--- src/rtl/pipe_hazard_ctrl.sv ---
// Stall/flush sequencer for the 3-stage pipeline (IF/ID, X, WB).
// Resolves the hazards that forwarding cannot resolve: load-use, cache stalls,
// branch redirect and CSR/fence serialization. Also keeps the performance counters.
module pipe_hazard_ctrl #(
  parameter int FLUSH_CYCLES = 1,
  parameter int DRAIN_CYCLES = 2,
  parameter int CNT_W        = 32
) (
  input  logic             clk,
  input  logic             rst,
  input  logic             icache_stall,
  input  logic             dcache_stall,
  input  logic             br_taken_X,
  input  logic             is_load_X,
  input  logic             rf_wen_X,
  input  logic [4:0]       rd_X,
  input  logic [4:0]       rs1_ID,
  input  logic [4:0]       rs2_ID,
  input  logic             uses_rs1_ID,
  input  logic             uses_rs2_ID,
  input  logic             serial_ID,
  input  logic             valid_WB,
  input  logic             cnt_clear,
  output logic             freeze,
  output logic             stall_IF,
  output logic             stall_ID,
  output logic             bubble_X,
  output logic             kill_ID,
  output logic [CNT_W-1:0] cycle_cnt,
  output logic [CNT_W-1:0] instret_cnt,
  output logic [CNT_W-1:0] stall_cnt
);

  typedef enum logic [1:0] {RUN, FREEZE, FLUSH, DRAIN} state_t;

  localparam logic [1:0]       FLUSH_INIT = 2'(FLUSH_CYCLES);
  localparam logic [1:0]       DRAIN_INIT = 2'(DRAIN_CYCLES - 1);
  localparam logic [CNT_W-1:0] CNT_ONE    = {{(CNT_W-1){1'b0}}, 1'b1};

  state_t     state_reg, state_next;
  state_t     ret_state_reg, ret_state_next;
  logic [1:0] cnt_reg, cnt_next;
  logic [1:0] ret_cnt_reg, ret_cnt_next;

  state_t     eff_state;
  logic [1:0] eff_cnt;
  logic       mem_stall;
  logic       lu_haz;
  logic       hold;

  assign mem_stall = icache_stall | dcache_stall;
  assign lu_haz    = is_load_X & rf_wen_X & (rd_X != 5'd0) &
                     ((uses_rs1_ID & (rd_X == rs1_ID)) | (uses_rs2_ID & (rd_X == rs2_ID)));

  // Once a freeze lifts, the cycle is evaluated as the state that was interrupted.
  assign eff_state = (state_reg == FREEZE) ? ret_state_reg : state_reg;
  assign eff_cnt   = (state_reg == FREEZE) ? ret_cnt_reg   : cnt_reg;

  assign stall_IF = hold;
  assign stall_ID = hold;
  assign bubble_X = hold;

  // Next-state and same-cycle control outputs.
  always_comb begin
    freeze         = 1'b0;
    hold           = 1'b0;
    kill_ID        = 1'b0;
    state_next     = state_reg;
    cnt_next       = cnt_reg;
    ret_state_next = ret_state_reg;
    ret_cnt_next   = ret_cnt_reg;
    if (rst) begin
      state_next = RUN;
    end else if (mem_stall) begin
      freeze     = 1'b1;
      state_next = FREEZE;
      // A freeze extending an existing freeze must keep the original resume point.
      if (state_reg != FREEZE) begin
        ret_state_next = state_reg;
        ret_cnt_next   = cnt_reg;
      end
    end else begin
      state_next = eff_state;
      cnt_next   = eff_cnt;
      case (eff_state)
        RUN: begin
          // The redirect wins: the ID instruction is on the wrong path anyway.
          if (br_taken_X) begin
            kill_ID    = 1'b1;
            cnt_next   = FLUSH_INIT;
            state_next = (FLUSH_CYCLES == 0) ? RUN : FLUSH;
          end else if (lu_haz) begin
            hold = 1'b1;
          end else if (serial_ID) begin
            hold       = 1'b1;
            cnt_next   = DRAIN_INIT;
            state_next = DRAIN;
          end
        end
        FLUSH: begin
          kill_ID = 1'b1;
          if (eff_cnt <= 2'd1) begin
            cnt_next   = 2'd0;
            state_next = RUN;
          end else begin
            cnt_next = eff_cnt - 2'd1;
          end
        end
        DRAIN: begin
          // At zero the serializing instruction is released; serial_ID is not looked at here.
          if (eff_cnt == 2'd0) begin
            state_next = RUN;
          end else begin
            hold     = 1'b1;
            cnt_next = eff_cnt - 2'd1;
          end
        end
        default: state_next = RUN;
      endcase
    end
  end

  // Sequencer state registers.
  always_ff @(posedge clk) begin
    if (rst) begin
      state_reg     <= RUN;
      cnt_reg       <= 2'd0;
      ret_state_reg <= RUN;
      ret_cnt_reg   <= 2'd0;
    end else begin
      state_reg     <= state_next;
      cnt_reg       <= cnt_next;
      ret_state_reg <= ret_state_next;
      ret_cnt_reg   <= ret_cnt_next;
    end
  end

  // Performance counters, wrapping; clear overrides any increment.
  always_ff @(posedge clk) begin
    if (rst || cnt_clear) begin
      cycle_cnt   <= '0;
      instret_cnt <= '0;
      stall_cnt   <= '0;
    end else begin
      cycle_cnt <= cycle_cnt + CNT_ONE;
      if (valid_WB && !freeze)
        instret_cnt <= instret_cnt + CNT_ONE;
      if (freeze || stall_ID || kill_ID)
        stall_cnt <= stall_cnt + CNT_ONE;
    end
  end

endmodule

--- config.mk ---
export PLATFORM = sky130hd
export DESIGN_NAME = pipe_hazard_ctrl
export DESIGN_NICKNAME = d
export VERILOG_FILES = /design/src/rtl/pipe_hazard_ctrl.sv
export SDC_FILE = /design/constraint.sdc
export NUM_CORES = 1
export LEC_CHECK = 0
export CAP_MARGIN = 20
export CORE_MARGIN = 2
export CORE_UTILIZATION = 40
export CTS_CLUSTER_DIAMETER = 40
export CTS_CLUSTER_SIZE = 10
export DETAILED_ROUTE_END_ITERATION = 12
export PLACE_DENSITY = 0.79
export SLEW_MARGIN = 20
export SYNTH_ARGS = -nofsm -noshare
export SYNTH_HDL_FRONTEND = slang
export SYNTH_SLANG_ARGS = --single-unit
--- constraint.sdc ---
create_clock -name clk -period 3.7 [get_ports clk]
set_input_delay 0.925 -clock clk [delete_from_list [all_inputs] [get_ports clk]]
set_output_delay 0.925 -clock clk [all_outputs]
set_load 0.1 [all_outputs]
### Word level (Yosys, flattened, before mapping)

Index checks and enable logic that the tools add are counted.

* reduce and logical (&&, ||, !) cells: 10
* eq/ne operators: 6
* bitwise logic cells: 7
* muxes and demuxes: 28
* add/sub/neg operators: 4
* magnitude comparators: 1

Operators by type and width (count)
* $add 32x1->32 const B: 3
* $mux 2: 12
* $mux 1: 12
* $pmux 2 s3: 2
* $eq 5x5->1: 2
* $and 1x1->1: 5
* $reduce_bool 5->1: 1
* $eq 2x2->1 const B: 2
* $logic_not 2->1: 2
* $pmux 1 s2: 2
* $logic_or 1x1->1: 3
* $eq 2x1->1 const B: 1
* $le 2x1->1 const B: 1
* $ne 2x1->1 const B: 1
* $or 1x1->1: 2
* $reduce_and 2->1: 1
* $reduce_or 2->1: 1
* $sub 2x1->2 const B: 1
* $logic_and 1x1->1: 1
* $logic_not 1->1: 1

* input port bits: 27
* register bits: 104
* word-level logic and storage cells: 64
* output and inout bits: 101

### Longest topological paths before layout

Gate-level depths: netlist of run 1.

* word-level depth: 11
* depth in mapped cells: 11

### Least setup slack after synthesis of run 1

OpenSTA, ideal clock, no wires.

* path kind: in2out
* start: in rst
* end: out kill_ID
* arrival: 2.783 ns
* stages on the path: 3
* required time: 2.775 ns
* setup slack: -0.008 ns
* buffers on the path: 1
* cell sequence: clkbuf_1 -> or3_1 -> nor2_1

* cells in the longest elaborated chain, start to end: 1

Ends and longest elaborated chain
* start, declared: line 10 `input logic rst,`
* $mux 1: line 72 `if (rst) begin`
* end, declared: line 28 `output logic kill_ID,`

Every way passes these cells.

### Final worst setup path of run 1

* start: in rd_X[0]
* end: out stall_ID

* cells in the longest elaborated chain, start to end: 9
* elaborated cells on any way between the ends: 13

Ends and longest elaborated chain
* start, declared: line 16 `input logic [4:0] rd_X,`
* $eq 5x5->1: line 53 `((uses_rs1_ID & (rd_X == rs1_ID)) | (uses_rs2_ID & (rd_X == rs2_ID)));`
* $and 1x1->1: line 53
* $or 1x1->1: line 53
* $and 1x1->1 *: line 52 `assign lu_haz = is_load_X & rf_wen_X & (rd_X != 5'd0) &`
* $mux 1 *: line 92 `end else if (lu_haz) begin`
* $mux 1 *: line 88 `if (br_taken_X) begin`
* $pmux 1 s2 *: line 85 `case (eff_state)`
* $mux 1 *: line 74 `end else if (mem_stall) begin`
* $mux 1 *: line 72
* end, declared: line 26 `output logic stall_ID,`

Mark *: on every way between the ends. The rest lies on a longest branch, timed or not.

==> metrics.md, run 1 <==
| Metric | Value |
|---|---|
| DRC viols | 0 |
| Reg2reg setup slack | 1.00 ns |
| ANT nets after route | 0 |
| DR iter-0 viols | 313 |
| WP buf/inv | 2 |
| Drt first pass iters | 6 |
| Async S/R FF share, synth | 0% |
| Worst r2r dst | stall_cnt[28]$_SDFFE_PP0P_ |
| Min-Delay Path Class | flip-flop to flip-flop |
| Tcrit/Tclk final | between 90% and 100% |
| First-pass GRT wire length | between 20 and 25 mm |
| Clock tree sinks | 104 |
| Grt met2 use | 35.0% |
| CTS Hold Bufs | 0 |
| Max frequency | 273 MHz |
| Diodes inserted | 0 |
| Root buffer cell | clkbuf_16 |
| Synth area leaders | dfxtp_1 (41%), a21oi_1 (6.1%), nor2_1 (4.6%) |
| Area of the multi-input gates | 0.00279 mm² |
| Critical Path Start | rd_X[0] |
| Post-synthesis cell count | 615 |
| Worst-Skew Late Latency | 0.35 ns |
| Sw power | 555 µW |
| Switching Share | 24.3% |
| Cell Int Power | 1.73 mW |
| Worst-path cell with the longest stage delay | clkdlybuf4s50_1 |
| VDD IR max | 272 µV |
| Dpl cells | ~900 |
| H-Tree Depth | 3 |
| Gates resized, CTS repair | 0 |
| Core area | 0.0125 mm² |
| YS warnings | 0 |
| Max-slew violation count | 0 |
| Largest net degree at the start of global routing | 55 |
| Comb pwr share | 8.0% |
| CTS tree | yes |
| # IOs | ~130 |
| Lkg Pwr | around 2.3 nW |
| Total gr overflow | 0 |
| Critical Setup Path Class | primary input to output port |
| Via/cell ratio | 5.43 |
| Number of global-route vias before repair | about 4700 |
| Final core utilization | approximately 54% |
| Fin. Hold Viols | 0 |
| Clock power frac | 42.3% |
| Startpoint Class | primary input |
| P per Cell Area | around 340 mW/mm² |
| Share of cells above drive strength 1 | 10.7% |
| Nets@finish | between 700 and 800 |
| Routed wire per std cell | 14.4 µm |
| CP top delay family | buffers and inverters |
| Total Wirelength | roughly 13 mm |
| Top Registers | cycle_cnt x32, instret_cnt x32, stall_cnt x32 |
| Worst setup EP type | output port |
| Yosys reg bits | 104 |
| GPL Wtd Cong | 0.863 |
| CTS Buf Count | 9 |
| Sequential cell fraction of total power | 49.7% |
| Grt met1 use | 22.9% |
| CP required | 2.77 ns |
| Worst Max-Slew Pin Slew | 0.981 ns |
| Mapped Area | 0.00508 mm² |
| Unrepaired setup endpoints after global routing | false |
| Buffers on Ports | 127 |
| Ys flop type | dfxtp_1 |
| Setup violators final | 0 |
| Clock slew seen by the registers of the worst setup and hold paths | 0.07 ns |
| Fill count | ~1200 |
| R2R cell count | 9 |
| Synth top area share | 41.0% |
| Syn avg cell area | 8.26 µm² |
| Synthesis-to-finish area growth | 33.4% |
| Register area | between 0.002 and 0.0025 mm² |
| R2r startpoint | state_reg[1]$_SDFF_PP0_ |
| Levels on crit path | 6 |
| Gr usage total | 19.4% |
| Die Height | 117 µm |
| Most used routing layer | met2 |
| Minimum clock period | 3.66 ns |
| Register area share after synthesis | 41.0% |
| # Post-CTS Setup Buffers | 0 |
| Crit path DAT | 2.74 ns |
| Detailed Place HPWL | 9.64 mm |
| Cell variety after synth | 50 |
| M3 GR Usage | 3.27% |
| Final worst clock skew | ~0.0082 ns |
| Worst-path cell chain | clkdlybuf4s50_1 > or3_1 > o311a_1 > nor3b_2 > a21o_1 > buf_12 |
| CTS max path bufs | 2 |
| Syn_nets | 649 |
| Die width | 117 µm |
| Post-synth EDFFs | 0 |
| Largest area contributor in the netlist | dfxtp_1 |
| Top-count cell post-synth | dfxtp_1 |
| Initial antenna violation count | 0 |
| Setup crit end | stall_ID |
| DIE AREA | 0.0136 mm² |
| Initial Util | 40.6% |
| Max-cap violations | 0 |
| Rows | 41 |
| Critical Path Fanout Max | 3 |
| Worst rel slew slack | 34.4% |
| Vias | a little under 5000 |
| Setup TNS | 0 ns |
| Status | completed |
| Hold_ws | between 0.4 and 0.5 ns |
| Layout Cells excl Fill | around 910 |
| CP max stage delay | 0.41 ns |
| Commonest cells post-synth | dfxtp_1 (104), a21oi_1 (62), nor2_1 (62), nand2_1 (50), o21ai_0 (40) |
## metrics by stage
stage / total power, mW / cell area, µm² / setup WS [ns]
floorplan: 1.27 / 5080 / 0.0835
global placement: 1.33 / 6480 / 0.0640
detailed placement: 1.34 / 6480 / 0.0424
CTS: 2.31 / 6770 / 0.0428
global route: 2.36 / 6770 / 0.00426
finish: 2.28 / 6770 / 0.0400
## cell families after synthesis
family,after synthesis,share of synthesized area [%]
xor+xnor,49,8.45
mux,3,0.591
fa+ha+maj,7,1.72
flops,104,41.0
simple gates,266,28.1
compound gates,140,16.0
buf+inv,46,4.06
## final cells by class
class                           instances  area share, %
Multi-Input combinational cell        465           41.2
Sequential cell                       104           30.7
Timing Repair Buffer                  139           19.6
Clock buffer                           10           3.38
Tap cell                              172           3.18
Clock inverter                          6           1.02
Inverter                               16          0.887
## layer usage
metal	wire, µm	part of all wire (%)	vias up
met5	0	0	-
met4	255	1.9	0
met3	485	3.7	18
met2	6780	52	112
met1	5570	43	2369
li1	-	-	2451
## tightest hold or removal path: cells and delay by family (launching register included)
kind            cells  cell delay (ns)
compound gates      1             0.06
buf+inv             1             0.05
flops               1             0.31
## placed cells by master, fill, tap and decap left out, drive strengths merged, types with 18 or more instances in the layout
| cell type | n |
|---|---|
| o31ai | 21 |
| nand3 | 32 |
| xnor2 | 26 |
| a21oi | 62 |
| nand2 | 50 |
| or3 | 32 |
| clkdlybuf4s50 | 83 |
| o21ai | 42 |
| xor2 | 23 |
| or4 | 19 |
| and3 | 18 |
| nor2 | 63 |
| dfxtp | 104 |
| buf | 56 |
## power by group through the flow
stage	registers [mW]	clock network (mW)	logic, mW
final	1.13	0.966	0.182
after global routing	1.13	1.03	0.196
after detailed placement	1.16	0	0.182
after global placement	1.16	0	0.177
after CTS	1.13	0.992	0.183
after floorplan	1.17	0	0.0970
## worst min path at each step
| stage | startpoint | end | slack (ns) | cells after the start |
|---|---|---|---|---|
| 4_1_cts | ret_state_reg[0]$_SDFFE_PP0P_ | ret_state_reg[0]$_SDFFE_PP0P_ | 0.47 | 2 |
| 3_5_place_dp | ret_state_reg[0]$_SDFFE_PP0P_ | ret_state_reg[0]$_SDFFE_PP0P_ | 0.46 | 2 |
| 6_report | ret_state_reg[0]$_SDFFE_PP0P_ | ret_state_reg[0]$_SDFFE_PP0P_ | 0.46 | 2 |
| 3_3_place_gp | ret_state_reg[0]$_SDFFE_PP0P_ | ret_state_reg[0]$_SDFFE_PP0P_ | 0.45 | 2 |
| 5_1_grt | ret_state_reg[0]$_SDFFE_PP0P_ | ret_state_reg[0]$_SDFFE_PP0P_ | 0.49 | 2 |
| 2_1_floorplan | ret_state_reg[0]$_SDFFE_PP0P_ | ret_state_reg[0]$_SDFFE_PP0P_ | 0.43 | 2 |
No activity file was read; power rests on OpenSTA's default activity.
==> inputs of run 2 (changes only) <==
CORE_UTILIZATION = 53   (was 40)
PLACE_DENSITY = 0.95   (was 0.79)
==> run 2 against run 1 <==
  * Critical path depth unchanged
  * Flip-flop and latch count unchanged
  * Largest cell class unchanged
  * Highest routed layer unchanged
  * Setup slack gained 0.068 ns
  * Wire length up 0.70%
  * Fmax is 1.9% higher
  * Sequential share of layout area is 0.80 points higher
==> metrics.md, run 2 (synthesized netlist as in run 1, its figures left out) <==
| Metric | Value |
|---|---|
| Status | completed |
| Via/cell ratio | 5.79 (+6.6%) |
| Min-Delay Path Class | flip-flop to flip-flop |
| ANT nets after route | 0 (unchanged) |
| Setup TNS | 0 ns (unchanged) |
| CP max stage delay | 0.44 ns (+0.03 ns) |
| H-Tree Depth | 3 (unchanged) |
| Clock slew seen by the registers of the worst setup and hold paths | 0.10 ns (+0.03 ns) |
| Final Power | 1.96 mW (-14%) |
| Diodes inserted | 0 (unchanged) |
| DRC viols | 0 (unchanged) |
| Core area | 0.00928 mm² (-26%) |
| Routed wire per std cell | 15.2 µm (+6.2%) |
| Nets@finish | 766 (-0.39%) |
| Most frequent cells in the layout | dfxtp_1 (104), clkdlybuf4s50_1 (89), a21oi_1 (62) |
| Rows | 35 (-15%) |
| Lkg Pwr | 2.18 nW (-3.3%) |
| Worst-Skew Late Latency | 0.35 ns (about the same) |
| Initial antenna violation count | 0 (unchanged) |
| CP required | 2.77 ns (about the same) |
| CTS Hold Bufs | 0 (unchanged) |
| Share of cells above drive strength 1 | 9.38% (-1.3 points) |
| Startpoint Class | primary input |
| Fill count | 721 (-39%) |
| P per Cell Area | 296 mW/mm² (-12%) |
| Top Registers | cycle_cnt x32, instret_cnt x32, stall_cnt x32 |
| DIE AREA | 0.0104 mm² (-24%) |
| Synthesis-to-finish area growth | 30.0% |
| Worst Max-Slew Pin Slew | 1.01 ns (+0.0279 ns) |
| # IOs | 128 (unchanged) |
| Tcrit/Tclk final | 97.1% (-1.8 points) |
| Worst-path cell chain | clkdlybuf4s50_1 > or3_1 > o311a_1 > nor3b_2 > a21o_2 > buf_12 |
| Die width | 102 µm (-13%) |
| Root buffer cell | clkbuf_8 |
| Die Height | 102 µm (-13%) |
| Worst rel slew slack | 32.5% (-1.9 points) |
| Max-cap violations | 0 (unchanged) |
| CTS Buf Count | 9 (unchanged) |
| Commonest non-fill, non-tap cell in the layout | dfxtp_1 |
| Crit path DAT | 2.67 ns (-0.07 ns) |
| Max frequency | 278 MHz (+1.9%) |
| Critical Setup Path Class | primary input to output port |
| Minimum clock period | 3.59 ns (-0.0678 ns) |
| Max-slew violation count | 0 (unchanged) |
| Final worst clock skew | 0.0111 ns (+0.00283 ns) |
| Initial Util | 54.7% (+14 points) |
| Fin. Hold Viols | 0 (unchanged) |
| First-pass GRT wire length | 21.7 mm (+2.1%) |
| Detailed Place HPWL | 9.71 mm (+0.68%) |
| Buffers on Ports | 127 (unchanged) |
| Gr usage total | 25.4% (+5.9 points) |
| CTS max path bufs | 2 (unchanged) |
| DR iter-0 viols | 127 (-59%) |
| Drt first pass iters | 5 (-1) |
| Clock tree sinks | 104 (unchanged) |
| VDD IR max | 164 µV (-40%) |
| Critical Path Fanout Max | 3 (unchanged) |
| Total gr overflow | 0 (unchanged) |
| Number of global-route vias before repair | 4757 (+2.0%) |
| Setup violators final | 0 (unchanged) |
| GPL Wtd Cong | 0.875 (+1.4%) |
| Worst setup EP type | output port |
| Largest net degree at the start of global routing | 95 (+73%) |
| Vias | 5006 (+1.1%) |
| Unrepaired setup endpoints after global routing | false |
| Total Wirelength | 13.2 mm (+0.70%) |
| CTS tree | yes |
| Worst-path cell with the longest stage delay | clkdlybuf4s50_1 |
run 2: cell types whose count changed in the layout (fill, tap and decap cells not counted), moves of 2 or more:
cell | previous run | this run
clkbuf_16 | 9 | 0
inv_6 | 0 | 2
clkdlybuf4s50_1 | 83 | 89
buf_4 | 50 | 39
clkbuf_8 | 0 | 9
run 2: routing by layer:
layer  up-vias  GRT usage (%)  share of wire, %
li1       2447              -                 -
met1      2389           29.9                41
met2       136           45.1                53
met3        34           5.27               4.1
met4         0           9.95               2.4
met5         -              0                 0
run 2: final timing paths:
path,slack [ns],cells past startpoint,to,startpoint
max,0.11,6,stall_ID,rd_X[0]
min,0.47,2,ret_state_reg[0]$_SDFFE_PP0P_,ret_state_reg[0]$_SDFFE_PP0P_
max reg2reg,0.90,10,stall_cnt[10]$_SDFFE_PP0P_,state_reg[0]$_SDFF_PP0_
min reg2reg,0.47,2,ret_state_reg[0]$_SDFFE_PP0P_,ret_state_reg[0]$_SDFFE_PP0P_
run 2: timing repair:
action                     CTS  global route
buffers inserted             0             0
gates resized for setup      0             2
setup endpoints to repair    0             3
run 2: cell type report:
type | instances | area, µm² | area share, %
Inverter | 16 | 60.1 | 0.910
Multi-Input combinational cell | 465 | 2790 | 42.3
Clock inverter | 5 | 41.3 | 0.625
Timing Repair Buffer | 136 | 1340 | 20.2
Tap cell | 129 | 161 | 2.44
Sequential cell | 104 | 2080 | 31.5
Clock buffer | 10 | 128 | 1.93
run 2: per-stage QoR:
stage	cells	util, %	area, µm²	setup slack [ns]	hold slack, ns
2_1_floorplan	615	-	5080	0.0835	0.431
3_3_place_gp	850	69.3	6430	0.0923	0.448
3_5_place_dp	850	69.3	6430	0.0421	0.451
4_1_cts	865	71.1	6600	0.0397	0.472
5_1_grt	865	71.1	6600	0.0476	0.515
6_report	865	71.1	6600	0.108	0.474
run 2: power by group:
part | total, mW | internal [mW] | leakage [nW] | switching (mW)
Clock | 0.641 | 0.248 | 0.0794 | 0.393
Combinational | 0.182 | 0.0714 | 1.26 | 0.110
Sequential | 1.13 | 1.13 | 0.839 | 0.00747
Total | 1.96 | 1.44 | 2.18 | 0.511
run 2: worst max-delay path: cells and delay by family:
kind | cells | cell delay (ns)
buffers and inverters | 2 | 0.62
AO/OA/AOI/OAI | 2 | 0.58
AND/OR/NAND/NOR | 2 | 0.54
